--- config.mk ---
export PLATFORM = sky130hd
export DESIGN_NAME = i2c_txn_arbiter
export DESIGN_NICKNAME = d
export VERILOG_FILES = /design/src/rtl/i2c_txn_arbiter.sv
export SDC_FILE = /design/constraint.sdc
export NUM_CORES = 1
export LEC_CHECK = 0
export CAP_MARGIN = 10
export CORE_MARGIN = 1.5
export CORE_UTILIZATION = 30
export DETAILED_ROUTE_END_ITERATION = 8
export PLACE_DENSITY = 0.53
export SLEW_MARGIN = 20
export SYNTH_ARGS = -nofsm -noshare
export SYNTH_HDL_FRONTEND = slang
export SYNTH_SLANG_ARGS = --single-unit
export TNS_END_PERCENT = 30
--- constraint.sdc ---
create_clock -name clk -period 5.4 [get_ports clk]
set_input_delay 0.54 -clock clk [delete_from_list [all_inputs] [get_ports clk]]
set_output_delay 0.54 -clock clk [all_outputs]
set_load 0.02 [all_outputs]
--- src/rtl/i2c_txn_arbiter.sv ---
// rtl/i2c_txn_arbiter.sv - round-robin transaction sequencer in front of a single I2C master
module i2c_txn_arbiter #(
  parameter int NUM_REQ = 3,
  parameter int TIMEOUT = 1024,
  parameter int TW      = 11
) (
  input  logic                 clk,
  input  logic                 rst,
  input  logic [NUM_REQ-1:0]   req,
  input  logic [7*NUM_REQ-1:0] req_addr,
  input  logic [NUM_REQ-1:0]   req_rw,
  input  logic [8*NUM_REQ-1:0] req_wdata,
  output logic [NUM_REQ-1:0]   grant,
  output logic [NUM_REQ-1:0]   done,
  output logic                 err,
  output logic [7:0]           rdata,
  output logic                 m_start,
  output logic [7:0]           m_data,
  input  logic                 m_done,
  input  logic                 m_nack,
  input  logic [7:0]           m_rdata
);

  localparam int PW = (NUM_REQ > 1) ? $clog2(NUM_REQ) : 1;

  typedef enum logic [2:0] {
    S_IDLE   = 3'd0,
    S_ADDR   = 3'd1,
    S_WAIT_A = 3'd2,
    S_DATA   = 3'd3,
    S_WAIT_D = 3'd4,
    S_FINISH = 3'd5
  } state_t;

  state_t state, state_nxt;

  logic [PW-1:0]      rr_ptr;
  logic [PW-1:0]      own_idx;
  logic [6:0]         addr_q;
  logic               rw_q;
  logic [7:0]         wdata_q;
  logic               err_flag;
  logic [TW-1:0]      cnt;

  logic               win_found;
  logic [PW-1:0]      win_idx;
  logic [NUM_REQ-1:0] win_onehot;
  logic [6:0]         win_addr;
  logic               win_rw;
  logic [7:0]         win_wdata;
  int                 cand;

  logic               timeout_hit;
  logic [PW-1:0]      rr_next;

  // The counter is checked one short of TIMEOUT so that exactly TIMEOUT
  // wait cycles elapse before the move to FINISH.
  assign timeout_hit = (cnt == TW'(TIMEOUT - 1));
  assign rr_next     = (own_idx == PW'(NUM_REQ - 1)) ? '0 : own_idx + PW'(1);

  // Round-robin search: first requester at or above rr_ptr, wrapping at NUM_REQ.
  always_comb begin
    win_found  = 1'b0;
    win_idx    = '0;
    win_onehot = '0;
    win_addr   = '0;
    win_rw     = 1'b0;
    win_wdata  = '0;
    cand       = 0;
    for (int i = 0; i < NUM_REQ; i++) begin
      cand = int'(rr_ptr) + i;
      if (cand >= NUM_REQ) cand = cand - NUM_REQ;
      if (!win_found && req[cand]) begin
        win_found           = 1'b1;
        win_idx             = cand[PW-1:0];
        win_onehot[cand]    = 1'b1;
        win_addr            = req_addr[7*cand +: 7];
        win_rw              = req_rw[cand];
        win_wdata           = req_wdata[8*cand +: 8];
      end
    end
  end

  // State register.
  always_ff @(posedge clk) begin
    if (rst) state <= S_IDLE;
    else     state <= state_nxt;
  end

  // Next-state decision; m_done only matters in the two wait states.
  always_comb begin
    state_nxt = state;
    case (state)
      S_IDLE:   if (win_found) state_nxt = S_ADDR;
      S_ADDR:   state_nxt = S_WAIT_A;
      S_WAIT_A: begin
        if (m_done)           state_nxt = m_nack ? S_FINISH : S_DATA;
        else if (timeout_hit) state_nxt = S_FINISH;
      end
      S_DATA:   state_nxt = S_WAIT_D;
      S_WAIT_D: if (m_done || timeout_hit) state_nxt = S_FINISH;
      S_FINISH: state_nxt = S_IDLE;
      default:  state_nxt = S_IDLE;
    endcase
  end

  // Transaction context, timeout counter, status and round-robin pointer.
  always_ff @(posedge clk) begin
    if (rst) begin
      rr_ptr   <= '0;
      own_idx  <= '0;
      grant    <= '0;
      addr_q   <= '0;
      rw_q     <= 1'b0;
      wdata_q  <= '0;
      err_flag <= 1'b0;
      cnt      <= '0;
      rdata    <= '0;
    end else begin
      case (state)
        S_IDLE: begin
          if (win_found) begin
            grant    <= win_onehot;
            own_idx  <= win_idx;
            addr_q   <= win_addr;
            rw_q     <= win_rw;
            wdata_q  <= win_wdata;
            err_flag <= 1'b0;
          end
        end
        S_ADDR: cnt <= '0;
        S_WAIT_A: begin
          if (m_done) begin
            if (m_nack) err_flag <= 1'b1;
          end else if (timeout_hit) begin
            err_flag <= 1'b1;
          end else begin
            cnt <= cnt + TW'(1);
          end
        end
        S_DATA: cnt <= '0;
        S_WAIT_D: begin
          if (m_done) begin
            if (rw_q) rdata <= m_rdata;
            err_flag <= m_nack;
          end else if (timeout_hit) begin
            err_flag <= 1'b1;
          end else begin
            cnt <= cnt + TW'(1);
          end
        end
        S_FINISH: begin
          grant  <= '0;
          rr_ptr <= rr_next;
        end
        default: ;
      endcase
    end
  end

  // Master strobes and requester status decoded from the current state.
  always_comb begin
    m_start = 1'b0;
    m_data  = 8'h00;
    done    = '0;
    err     = 1'b0;
    case (state)
      S_ADDR:   begin m_start = 1'b1; m_data = {addr_q, rw_q}; end
      S_WAIT_A: m_data = {addr_q, rw_q};
      S_DATA:   begin m_start = 1'b1; m_data = rw_q ? 8'h00 : wdata_q; end
      S_WAIT_D: m_data = rw_q ? 8'h00 : wdata_q;
      S_FINISH: begin done = grant; err = err_flag; end
      default:  ;
    endcase
  end

endmodule

==> reports/results.txt, run 1 <==
The worst slack on hold paths came out at 0.457 ns. At the later pin of the worst-skew pair, clock insertion delay measures 0.29 ns. After synthesis the netlist holds a flip-flop and latch count of 46.

Counting cells, the worst reg-to-reg path comes to 11. Summing internal, switching and leakage power gives 1.21 mW. The fraction of the mapped netlist area in compound gates is 24.0%, and the number of DRC markers after the initial detailed-route iteration is 423. Synthesized area divided by synthesized cell count: 7.77 um^2.

The per-cell via count in the routed design works out to 5.72. Synthesis produced a netlist whose cell count is 683. The row count came out at 48. At the pin with the least slew margin, the transition time is 0.982 ns.

In this run the critical register-to-register path is launched from rr_ptr[1]. The number of buffers created by CTS came out at 5. Summing every instance area after synthesis gives 0.00531 mm^2. The post-synthesis adder-cell area fraction came out at 2.83%. The clock sink count was 46; the average wire per cell in the routed design was 18.2 um. Counting distinct cell types in the post-synthesis netlist gives 71.

The final critical path time including I/O delays and setup works out to 3.83 ns. The routed layout has 5436 vias. Summing the areas of all and, or, nand and nor instances in the mapped netlist gives 24.5% of the synthesized area.

The run gives 27500 um as the global-route wire length before repair. The last element of the critical path was addr_q[4]. The post-route cell area was 0.00631 mm^2; the remaining number of nets flagged by the antenna check after routing was 0.

After clock tree synthesis, the clock-pin slew on the worst setup and hold paths is 0.06 ns. For this run, asynchronously set or reset flops after synthesis account for 0%. The final setup violation count was 0; the number of buffers inserted for hold repair after clock tree synthesis was 0. The run finished with clean final reports. Sequential elements use 17.3% of the synthesized area. The endpoint identified for the worst register-to-register timing path is addr_q[4]. The floorplan core area was 0.0173 mm^2.

For the worst clock skew on the final layout, the log shows 0.00516 ns. Endpoint type of the worst setup path: a register. The primary flip-flop cell chosen by synthesis mapping was dfxtp_1.

The antenna cell count is 0, and the maximum number of pins on one net before global-route repair is 63. Data on the critical path is required at its endpoint by 5.60 ns. Across the run, the number of max-cap violations was 0. The number of antenna violations at the first check in global routing is 0, and the initial core utilization is 30.7%. The maximum buffer depth of the clock tree was 2; the weighted congestion reported at the end of routability-driven placement was 0.887. The worst setup path is of the register to register kind. Setup repair after global routing left no endpoint under its margin. From bottom edge to top edge, the die measures 136 um.

During placement, the flow inserted port buffers numbering 86. The final-report hold violation count is 0. The floorplan die area is 0.0185 mm^2. The placement-stage cell area came out at 0.00617 mm^2. The tools report the total detailed-routing wirelength as 17300 um. The final-stage net count is 801, and the overall routing resource usage is 18.5%.

Top fanout value on the critical path: 23. The startpoint class of the critical path was a register. Measured against its own limit, the worst slew margin works out to 34.5%. The critical path starts at rr_ptr[1]. The share of final-layout standard cells stronger than drive strength 1 was 10.9%; the setup TNS after final layout was 0 ns.

The final critical path takes up 70.8% of the cycle. The tools report the number of pins with negative max-slew slack in the final report as 0. Class of the most critical hold timing path: register to register.

TritonCTS built the clock tree. Static timing analysis puts the maximum clock frequency at 261 MHz. The data arrival at the endpoint of the critical path is 4.03 ns, and the multiplexer area fraction after synthesis is 20.7%.

The tools report the via count of the first global-routing pass as 5039. The main combinational cell family by area after synthesis was simple AND/OR/NAND/NOR gates. The total iterations of the first detailed-routing run is 5. The floorplan die width is 136 um. The Yosys step of the flow raised 0 warnings.

For the total I/O pin count, the log shows 87. In this run the number of H-tree levels came out at 2. Yosys mapped a number of flops with a built-in enable equal to 0. The static leakage came out at 2.01 nW.

The post-DP HPWL is 12500 um, and the total power per unit cell area is 192 mW/mm^2. After global routing the overflow that remains totals 0. The setup slack of the most critical reg-to-reg path came out at 1.57 ns.

Root buffer cell: clkbuf_16. The area growth from synthesis to layout is 18.8%. Post-CTS repair changed the size of 0 cells. The fill cell total of the finished layout was 1823; the number of buffers inserted to repair setup after CTS was 0. The logs give 0.000127 V for the maximum resistive drop on vdd and 0 for the DRC violation count after routing.

The xor and xnor area share after synthesis is 2.90%.
power breakdown:
group / switching, mW / internal [mW] / leakage [nW]
registers: 0.0470 / 0.375 / 0.375
logic: 0.280 / 0.210 / 1.57
clock network: 0.130 / 0.167 / 0.0694
total: 0.457 / 0.752 / 2.01
area by class of cell:
class,count,area [um^2],share of cell area (%)
timing repair buffer,94,921,14.6
clock buffer,5,125,1.98
sequential,46,921,14.6
tap,225,282,4.46
clock inverter,2,10.0,0.159
inverter,11,41.3,0.655
multi-input combinational,568,4010,63.5
cells by family (layout without fill, tap and decap cells):
group           after synthesis  count (layout)
fa+ha+maj                    12              12
mux                          85              85
simple gates                254             254
compound gates              199             199
xor+xnor                     15              15
flops                        46              46
other cells                   1               3
buf+inv                      71             112
metrics by stage:
step / setup slack (ns) / instances / util [%]
global placement: 1.91 / 944 / 35.7
floorplan: 1.99 / 685 / -
detailed placement: 1.60 / 944 / 35.7
CTS: 1.59 / 951 / 36.5
global route: 1.18 / 951 / 36.5
finish: 1.57 / 951 / 36.5
layer usage:
| layer | GRT usage (%) | wire length, um |
|---|---|---|
| met1 | 26.1 | 8020 |
| met2 | 30.0 | 8070 |
| met3 | 1.57 | 878 |
| met4 | 5.44 | 334 |
| met5 | 0 | 0 |
worst min-delay path by stage:
stage | start | slack [ns] | cells after the start | endpoint
2_1_floorplan | wdata_q[5] | 0.44 | 2 | wdata_q[5]
3_3_place_gp | err_flag | 0.45 | 2 | err_flag
3_5_place_dp | wdata_q[6] | 0.45 | 2 | wdata_q[6]
4_1_cts | wdata_q[6] | 0.46 | 2 | wdata_q[6]
5_1_grt | wdata_q[6] | 0.48 | 2 | wdata_q[6]
6_report | wdata_q[6] | 0.46 | 2 | wdata_q[6]
worst max-delay path, cell delays in order (launching register included):
cell and delay [ns]:
dfxtp_1 0.53, inv_1 0.20, ha_2 0.23, inv_1 0.62, nor2_1 0.24, ha_1 0.54, nor4bb_4 0.42, nor2_1 0.11
xor2_2 0.20, nor3_2 0.28, nand2_1 0.10, a311oi_1 0.27
cell usage after synthesis, types with 11 or more instances:
| master | count | area share, % |
|---|---|---|
| nand2b_1 | 12 | 1.4 |
| nor2_1 | 75 | 5.3 |
| nor3_1 | 24 | 2.3 |
| nand3_1 | 17 | 1.6 |
| clkbuf_1 | 17 | 1.2 |
| a211oi_1 | 13 | 1.8 |
| a21oi_1 | 57 | 5.4 |
| dfxtp_1 | 46 | 17 |
| ha_1 | 12 | 2.8 |
| a22oi_1 | 16 | 2.3 |
| mux4_2 | 18 | 7.6 |
| o22ai_1 | 18 | 2.1 |
| o21ai_0 | 39 | 3.7 |
| mux2i_1 | 50 | 9.4 |
| inv_1 | 11 | 0.78 |
| nor2b_1 | 11 | 1.3 |
| buf_2 | 23 | 2.2 |
| nand2_1 | 60 | 4.2 |
| mux2_2 | 17 | 3.6 |
sequential cells by signal, indices dropped and copies added, names as in the netlist:
register,flops
addr_q,7
cnt,11
err_flag,1
grant,3
own_idx,2
rdata,8
rr_ptr,2
rw_q,1
state,3
wdata_q,8
cells in the final DEF, fill, tap and decap left out, types with 8 or more instances in the layout:
master | netlist | final
mux2i_1 | 50 | 50
o21ai_0 | 39 | 39
a211oi_1 | 13 | 13
mux4_2 | 18 | 18
nand3_1 | 17 | 17
dfxtp_1 | 46 | 46
inv_1 | 11 | 11
o211ai_1 | 10 | 10
nand2_1 | 60 | 60
nor2b_1 | 11 | 11
buf_4 | 10 | 8
ha_1 | 12 | 9
nor2_1 | 75 | 75
nor3_1 | 24 | 23
and3_1 | 8 | 8
a22oi_1 | 16 | 16
xor2_1 | 8 | 8
o22ai_1 | 18 | 18
mux2_2 | 17 | 17
a21oi_1 | 57 | 57
clkdlybuf4s50_1 | 0 | 86
nand2b_1 | 12 | 12
o21ai_1 | 8 | 8
No activity file was read; power rests on OpenSTA's default activity.
==> inputs of run 2 (changes only) <==
==> constraint.sdc (replaced) <==
create_clock -name clk -period 3.6 [get_ports clk]
set_input_delay 0.36 -clock clk [delete_from_list [all_inputs] [get_ports clk]]
set_output_delay 0.36 -clock clk [all_outputs]
set_load 0.02 [all_outputs]
==> run 2 against run 1 <==
Against the previous run:
- clock-buffer cell count did not move
- sequential cell count did not move
- register-to-register slack got worse by 1.1 ns
- critical path depth is the same
- utilization increased by 0.70 points
- critical path type unchanged
- first-iteration DRC count fell by 1.2%
- wire length increased by 1.0%
- combinational power grew 53%
==> reports/results.txt, run 2 (same netlist as run 1, synthesis figures left out) <==
The total number of vias is 5379 (-1.0%). CTS placed an instance of clkbuf_16 at the clock tree root. The top fanout value on the critical path works out to 10 (-57%). The tools report the setup TNS after final layout as 0 ns (unchanged). Traced cell by cell, the critical path runs through inv_1 > ha_2 > inv_1 > nor2_1 > ha_1 > nor4bb_4 > nor2_1 > xor2_2 > nor3_2 > a21oi_1 > a221oi_2. The largest registers in the layout are cnt (11), rdata (8), wdata_q (8). The tools report the number of antenna violations at the first check in global routing as 0 (unchanged). Cell family with the largest share of critical-path delay: simple AND/OR/NAND/NOR gates. The source of the critical timing path was rr_ptr[1]. For the global-route wire length before repair, the log shows 27700 um (+0.75%). The transition time of the tightest slew-check pin is 1.06 ns (+0.0765 ns), and the overall routing resource usage is 18.8% (+0.34 points). The maximum resistive drop on vdd is 0.000185 V (+45%). The number of buffers inserted for hold repair after clock tree synthesis was 0 (unchanged). The post-cts gate resize count is 0 (unchanged), and the count of maximum capacitance violations is 0 (unchanged). The maximum number of pins on one net before global-route repair is 90 (+43%), and the fraction of the cycle the final worst path needs is 87.1% (+16 points). The maximum buffer depth of the clock tree is 2 (unchanged). The flow ran to the end, and the final reports show no timing, DRC or antenna violations. The register with the most flip-flops in the final layout is cnt. The run gives 5 (unchanged) as the number of buffers created by CTS. The count of buffering cells on the critical path with inverters included is 2 (unchanged).

Clock sink count: 46 (unchanged). The number of flip-flops under the largest register name was 11 (unchanged). Compared with the post-synthesis result, the final layout area differs by 21.1%. The worst hold path begins at wdata_q[5]. The worst clock skew on the final layout is 0.00543 ns (+0.000267 ns), and the number of pins with negative max-slew slack in the final report is 0 (unchanged). The average wire per cell in the routed design came out at 18.2 um (-0.12%). The min-delay analysis places its worst path in the category register to register.

The total power per unit cell area was 299 mW/mm^2 (+56%); the number of H-tree branching levels was 2 (unchanged). Fill cell total of the finished layout: 1812 (-0.60%). The tools report the weighted congestion reported at the end of routability-driven placement as 0.902 (+1.7%).

The final setup violation count was 0 (unchanged). The tools report the endpoint type of the worst setup path as a register. Total detailed-routing wirelength: 17500 um (+1.0%). The via count of the first global-routing pass was 5056 (+0.34%); the antenna cell count was 0 (unchanged). The run gives 3.32 ns (-0.71 ns) as the data arrival at the endpoint of the critical path. The number of input and output port buffers inserted was 86 (unchanged). Delay of the slowest cell on the worst path: 0.52 ns (-0.10 ns). The run gives 0 (unchanged) as the number of buffers inserted to repair setup after CTS.

The tools report the total I/O pin count as 87 (unchanged). The library cell used most frequently in the layout, excluding fill and tap cells, is clkdlybuf4s50_1. The source-to-sink clock delay at the later pin of the worst-skew pair came out at 0.29 ns (about the same). The y dimension of the die is 136 um (unchanged), and the post-DP HPWL is 13100 um (+5.0%).

The final-stage net count is 811 (+1.2%). The run gives 0 (unchanged) as the remaining number of nets flagged by the antenna check after routing. The worst setup path is of the register to register kind. Setup repair after global routing left no endpoint under its margin. Leaving out fill and tap cells, the most frequent cells in the layout are clkdlybuf4s50_1 (86), nor2_1 (75), nand2_1 (60).

The relative max-transition margin is 29.2% (-5.3 points). The static leakage is 2.08 nW (+3.3%), and the final critical path time including I/O delays and setup is 3.14 ns (-0.690 ns). The tools report the floorplan core area as 0.0173 mm^2 (unchanged).

The final instance count without filler cells came out at 962 (+1.2%). The tools report the DRC violation count after routing as 0 (unchanged). For the final-report hold violation count, the log shows 0 (unchanged). For the maximum clock frequency, the log shows 319 MHz (+22%). STA classifies the critical path startpoint as a register. The per-cell via count in the routed design came out at 5.59 (-2.2%). TritonCTS built the clock tree. The clock transition at the register clock pins on the worst setup and hold paths after CTS came out at 0.07 ns (about the same). For the floorplan die area, the log shows 0.0185 mm^2 (unchanged). The slowest stage of the critical path is the dfxtp_1 cell. The number of placed cells counting well taps was 954 (+1.1%). The floorplan die width is 136 um (unchanged), and the total iterations of the first detailed-routing run is 5 (unchanged). The startpoint identified for the worst register-to-register timing path is rr_ptr[1]. For the worst path required time, the log shows 3.78 ns (-1.82 ns). The row count came out at 48 (unchanged).

The setup slack of the most critical reg-to-reg path is 0.46 ns (-1.11 ns). The number of DRC markers after the initial detailed-route iteration was 418 (-1.2%); the share of final-layout standard cells stronger than drive strength 1 was 12.2% (+1.3 points). Total global routing overflow: 0 (unchanged). The initial core utilization came out at 30.7% (unchanged).
[run 2: cell types whose count changed in the layout (fill, tap and decap cells not counted)]
| cell | change |
|---|---|
| bufinv_16 | +1 |
| buf_4 | +9 |
| clkinv_2 | -1 |
| inv_6 | +1 |
| buf_12 | +1 |
[run 2: per-stage QoR]
step	hold slack (ns)	utilization, %	instance area, um^2	power, mW	setup slack (ns)
CTS	0.460	37.2	6430	1.93	0.456
floorplan	0.436	-	5320	1.10	0.191
global route	0.486	37.2	6430	2.02	0.210
finish	0.460	37.2	6430	1.92	0.464
global placement	0.448	36.2	6260	1.37	0.672
detailed placement	0.450	36.2	6260	1.38	0.531
[run 2: report_power, final]
part           leakage, nW  switching [mW]  internal [mW]
sequential           0.375          0.0709          0.562
clock               0.0842           0.210          0.329
combinational         1.62           0.423          0.325
total                 2.08           0.704           1.22
[run 2: area by class of cell]
type / instances / area (um^2) / area share [%]
Clock inverter: 3 / 43.8 / 0.681
Sequential cell: 46 / 921 / 14.3
Timing Repair Buffer: 104 / 1010 / 15.7
Clock buffer: 5 / 125 / 1.95
Inverter: 11 / 41.3 / 0.642
Multi-Input combinational cell: 568 / 4010 / 62.3
Tap cell: 225 / 282 / 4.38
[run 2: routing by layer]
layer,part of all wire [%],vias to the layer above,global-route usage (%)
li1,-,2622,-
met2,47,175,31.6
met3,5.4,12,1.94
met5,0,-,0
met4,1.2,0,3.96
met1,47,2570,26.1
[run 2: worst paths after layout]
| path | to | cells after the start |
|---|---|---|
| max reg2reg | addr_q[6] | 11 |
| max | addr_q[6] | 11 |
| min reg2reg | wdata_q[5] | 2 |
| min | wdata_q[5] | 2 |
[run 2: worst min-delay path: stages, from the launching register on]
cell     delay, ns
dfxtp_1       0.31
nand2_1       0.05
a21oi_1       0.05
==> inputs of run 3 (changes only) <==
--- a/config.mk
+++ b/config.mk
@@ -6,10 +6,13 @@
 export NUM_CORES = 1
 export LEC_CHECK = 0
 export CAP_MARGIN = 10
+export CELL_PAD_IN_SITES_DETAIL_PLACEMENT = 1
+export CELL_PAD_IN_SITES_GLOBAL_PLACEMENT = 2
 export CORE_MARGIN = 1.5
 export CORE_UTILIZATION = 30
 export DETAILED_ROUTE_END_ITERATION = 8
-export PLACE_DENSITY = 0.53
+export PLACE_DENSITY = 0.81
+export SKIP_CTS_REPAIR_TIMING = 1
 export SLEW_MARGIN = 20
 export SYNTH_ARGS = -nofsm -noshare
 export SYNTH_HDL_FRONTEND = slang
==> run 3 against run 2 <==
Against the previous run:
- sequential power about the same
- critical endpoint is now addr_q[4]
- highest routed layer unchanged
- clock power decreased by 7.2%
- power fell by 0.82%
- first-iteration DRC count down 35%
- utilization about the same
- combinational power rose by 2.7%
- clock skew about the same
- wire length grew 8.9%
- clock-buffer cell count grew 2
==> reports/results.txt, run 3 (same netlist as run 1, synthesis figures left out) <==
The worst register-to-register path ends at addr_q[4]. The final setup violation count was 0 (unchanged). The floorplan die width works out to 136 um (unchanged).

The relative max-transition margin is 33.0% (+3.7 points), and the total internal power is 1.19 mW (-2.2%). The switching part of the total was 37.5% (+0.86 points); the number of pins with negative max-slew slack in the final report was 0 (unchanged). The final-report hold violation count was 0 (unchanged).

The antenna cell count is 0 (unchanged), and the number of placed cells counting well taps is 954 (unchanged). The total power per unit cell area works out to 297 mW/mm^2 (-0.71%). The tools report the clock sink count as 46 (unchanged). By startpoint and endpoint, the worst setup path is classified as register to register. The fraction of the cycle the final worst path needs is 92.5% (+5.4 points).

The worst clock skew on the final layout came out at 0.00571 ns (+0.000284 ns). The startpoint class of the critical path is a register. The tools report the met1 routed wirelength after detailed routing as 8880 um (+8.4%).

For the maximum buffer depth of the clock tree, the log shows 2 (unchanged). The setup slack at placement is 0.316 ns (-0.215 ns), and the net switching power figure is 0.715 mW (+1.5%). The run finished with clean final reports. The clock group share of total power was 26.3% (-1.8 points); the area growth from synthesis to final layout was 20.9%.

The number of buffers created by CTS is 5 (unchanged). Setup repair after global routing left no endpoint under its margin. The number of H-tree branching levels is 2 (unchanged), and the data arrival at the endpoint of the critical path is 3.47 ns (+0.15 ns).

The register with the most flip-flops in the final layout is cnt. The remaining number of nets flagged by the antenna check after routing was 0 (unchanged); the cell depth of the worst min-delay path was 2 (unchanged). Uppermost metal layer occupied by signal nets: met4. CTS placed an instance of clkbuf_16 at the clock tree root.

Row count: 48 (unchanged). TritonCTS built the clock tree. The post-route core utilization is 37.1% (-0.043 points), and the maximum clock frequency is 300 MHz (-5.9%). For the total iterations of the first detailed-routing run, the log shows 4 (-1). The run gives 3.74 ns (-0.04 ns) as the worst path required time. The run gives 823 um (-12%) as the met3 routed wirelength. In this run the worst setup path terminates at addr_q[4].

The tools report the wire length on met2 as 9100 um (+12%). The length in cells of the worst reg-to-reg path was 10 (-1); the total number of vias was 5509 (+2.4%). The top fanout value on the critical path is 24 (+14). The via count of the first global-routing pass was 5663 (+12%). The number of antenna violations at the first check in global routing was 0 (unchanged); the share of final-layout standard cells stronger than drive strength 1 was 12.2% (unchanged). The post-DP HPWL is 14300 um (+9.1%). The final-stage net count is 811 (unchanged), and the count of maximum capacitance violations is 0 (unchanged).

The clock transition at the register clock pins on the worst setup and hold paths after CTS is 0.07 ns (about the same), and the initial core utilization is 30.7% (unchanged). The DRC violation count after routing is 0 (unchanged). Floorplan die area: 0.0185 mm^2 (unchanged). The logs give 0.860 (-4.6%) for the weighted congestion reported at the end of routability-driven placement and 2.07 nW (-0.31%) for the static leakage. Endpoint type of the worst setup path: a register. In the final layout, the registers with the most flip-flops are cnt (11), rdata (8), wdata_q (8).

The source-to-sink clock delay at the later pin of the worst-skew pair is 0.29 ns (about the same). The floorplan core area is 0.0173 mm^2 (unchanged), and the total I/O pin count is 87 (unchanged). The class of the most critical hold timing path is register to register. Total global routing overflow: 0 (unchanged).

The startpoint identified for the worst register-to-register timing path is rr_ptr[1]. The final critical path time including I/O delays and setup was 3.33 ns (+0.195 ns); the global-route wire length before repair was 30800 um (+11%). Setup slack of the most critical reg-to-reg path: 0.27 ns (-0.20 ns). The share of total power in sequential cells is 33.4% (+0.4 points), and the per-cell via count in the routed design is 5.73 (+2.4%). The total detailed-routing wirelength is 19000 um (+8.9%), and the transition time of the tightest slew-check pin is 1.01 ns (-0.0528 ns).

The final instance count without filler cells is 962 (unchanged), and the power consumption is 1.90 mW (-0.82%). In the layout the commonest cells are clkdlybuf4s50_1 (86), nor2_1 (75), nand2_1 (60). The number of DRC markers after the initial detailed-route iteration was 273 (-35%). The maximum resistive drop on vdd was 0.000163 V (-12%); the setup TNS after final layout was 0 ns (unchanged).

The tools report the fill cell total of the finished layout as 2113 (+17%). Leaving out fill and tap cells, the most frequent cell in the layout is clkdlybuf4s50_1. Y dimension of the die: 136 um (unchanged).

The number of flip-flops under the largest register name is 11 (unchanged), and the average wire per cell in the routed design is 19.8 um (+8.9%). The part of the total power dissipated in combinational logic was 40.4% (+1.4 points). The run gives 90 (unchanged) as the maximum number of pins on one net before global-route repair.

The overall routing resource usage was 20.9% (+2.1 points); the final setup slack of the worst path was 0.269 ns (-0.195 ns). The number of input and output port buffers inserted came out at 86 (unchanged). The source of the critical timing path is rr_ptr[1].
## run 3: area by class of cell
cell class,instances,area (um^2),area share [%]
multi-input cells,568,4010,62.4
repair buffers,104,1010,15.7
flip-flops and latches,46,921,14.3
well taps,225,282,4.39
clock buffers,7,153,2.38
inverters,11,41.3,0.643
clock inverters,1,8.76,0.136
## run 3: worst max-delay path, cell delays in order, from the launching register on
cell	delay (ns)
dfxtp_1	0.55
inv_1	0.19
ha_2	0.39
and3_1	0.28
ha_1	0.49
and3_1	0.29
nor3_1	0.07
a21oi_1	0.14
o21ai_0	0.11
a2111oi_1	0.51
a311oi_1	0.15
## run 3: layer usage
metal | vias up | track usage, %
li1 | 2625 | -
met4 | 0 | 4.26
met1 | 2718 | 28.7
met3 | 16 | 1.75
met2 | 150 | 35.8
met5 | - | 0
## run 3: worst min path at each step
stage	to	slack, ns	startpoint
2_1_floorplan	wdata_q[5]	0.44	wdata_q[5]
3_3_place_gp	wdata_q[5]	0.45	wdata_q[5]
3_5_place_dp	err_flag	0.46	err_flag
4_1_cts	err_flag	0.47	err_flag
5_1_grt	wdata_q[6]	0.49	wdata_q[6]
6_report	err_flag	0.47	err_flag
## run 3: power by group through the flow
stage	Clock, mW	Sequential (mW)	Combinational, mW
after floorplan	0	0.603	0.498
after global placement	0	0.642	0.743
after detailed placement	0	0.645	0.762
after CTS	0.511	0.634	0.766
after global routing	0.535	0.643	0.840
final	0.500	0.635	0.769
## run 3: stage by stage
| stage | hold slack (ns) | cell area [um^2] |
|---|---|---|
| 3_5_place_dp | 0.462 | 6260 |
| 4_1_cts | 0.472 | 6420 |
| 5_1_grt | 0.495 | 6420 |
| 2_1_floorplan | 0.436 | 5320 |
| 6_report | 0.474 | 6420 |
| 3_3_place_gp | 0.453 | 6260 |
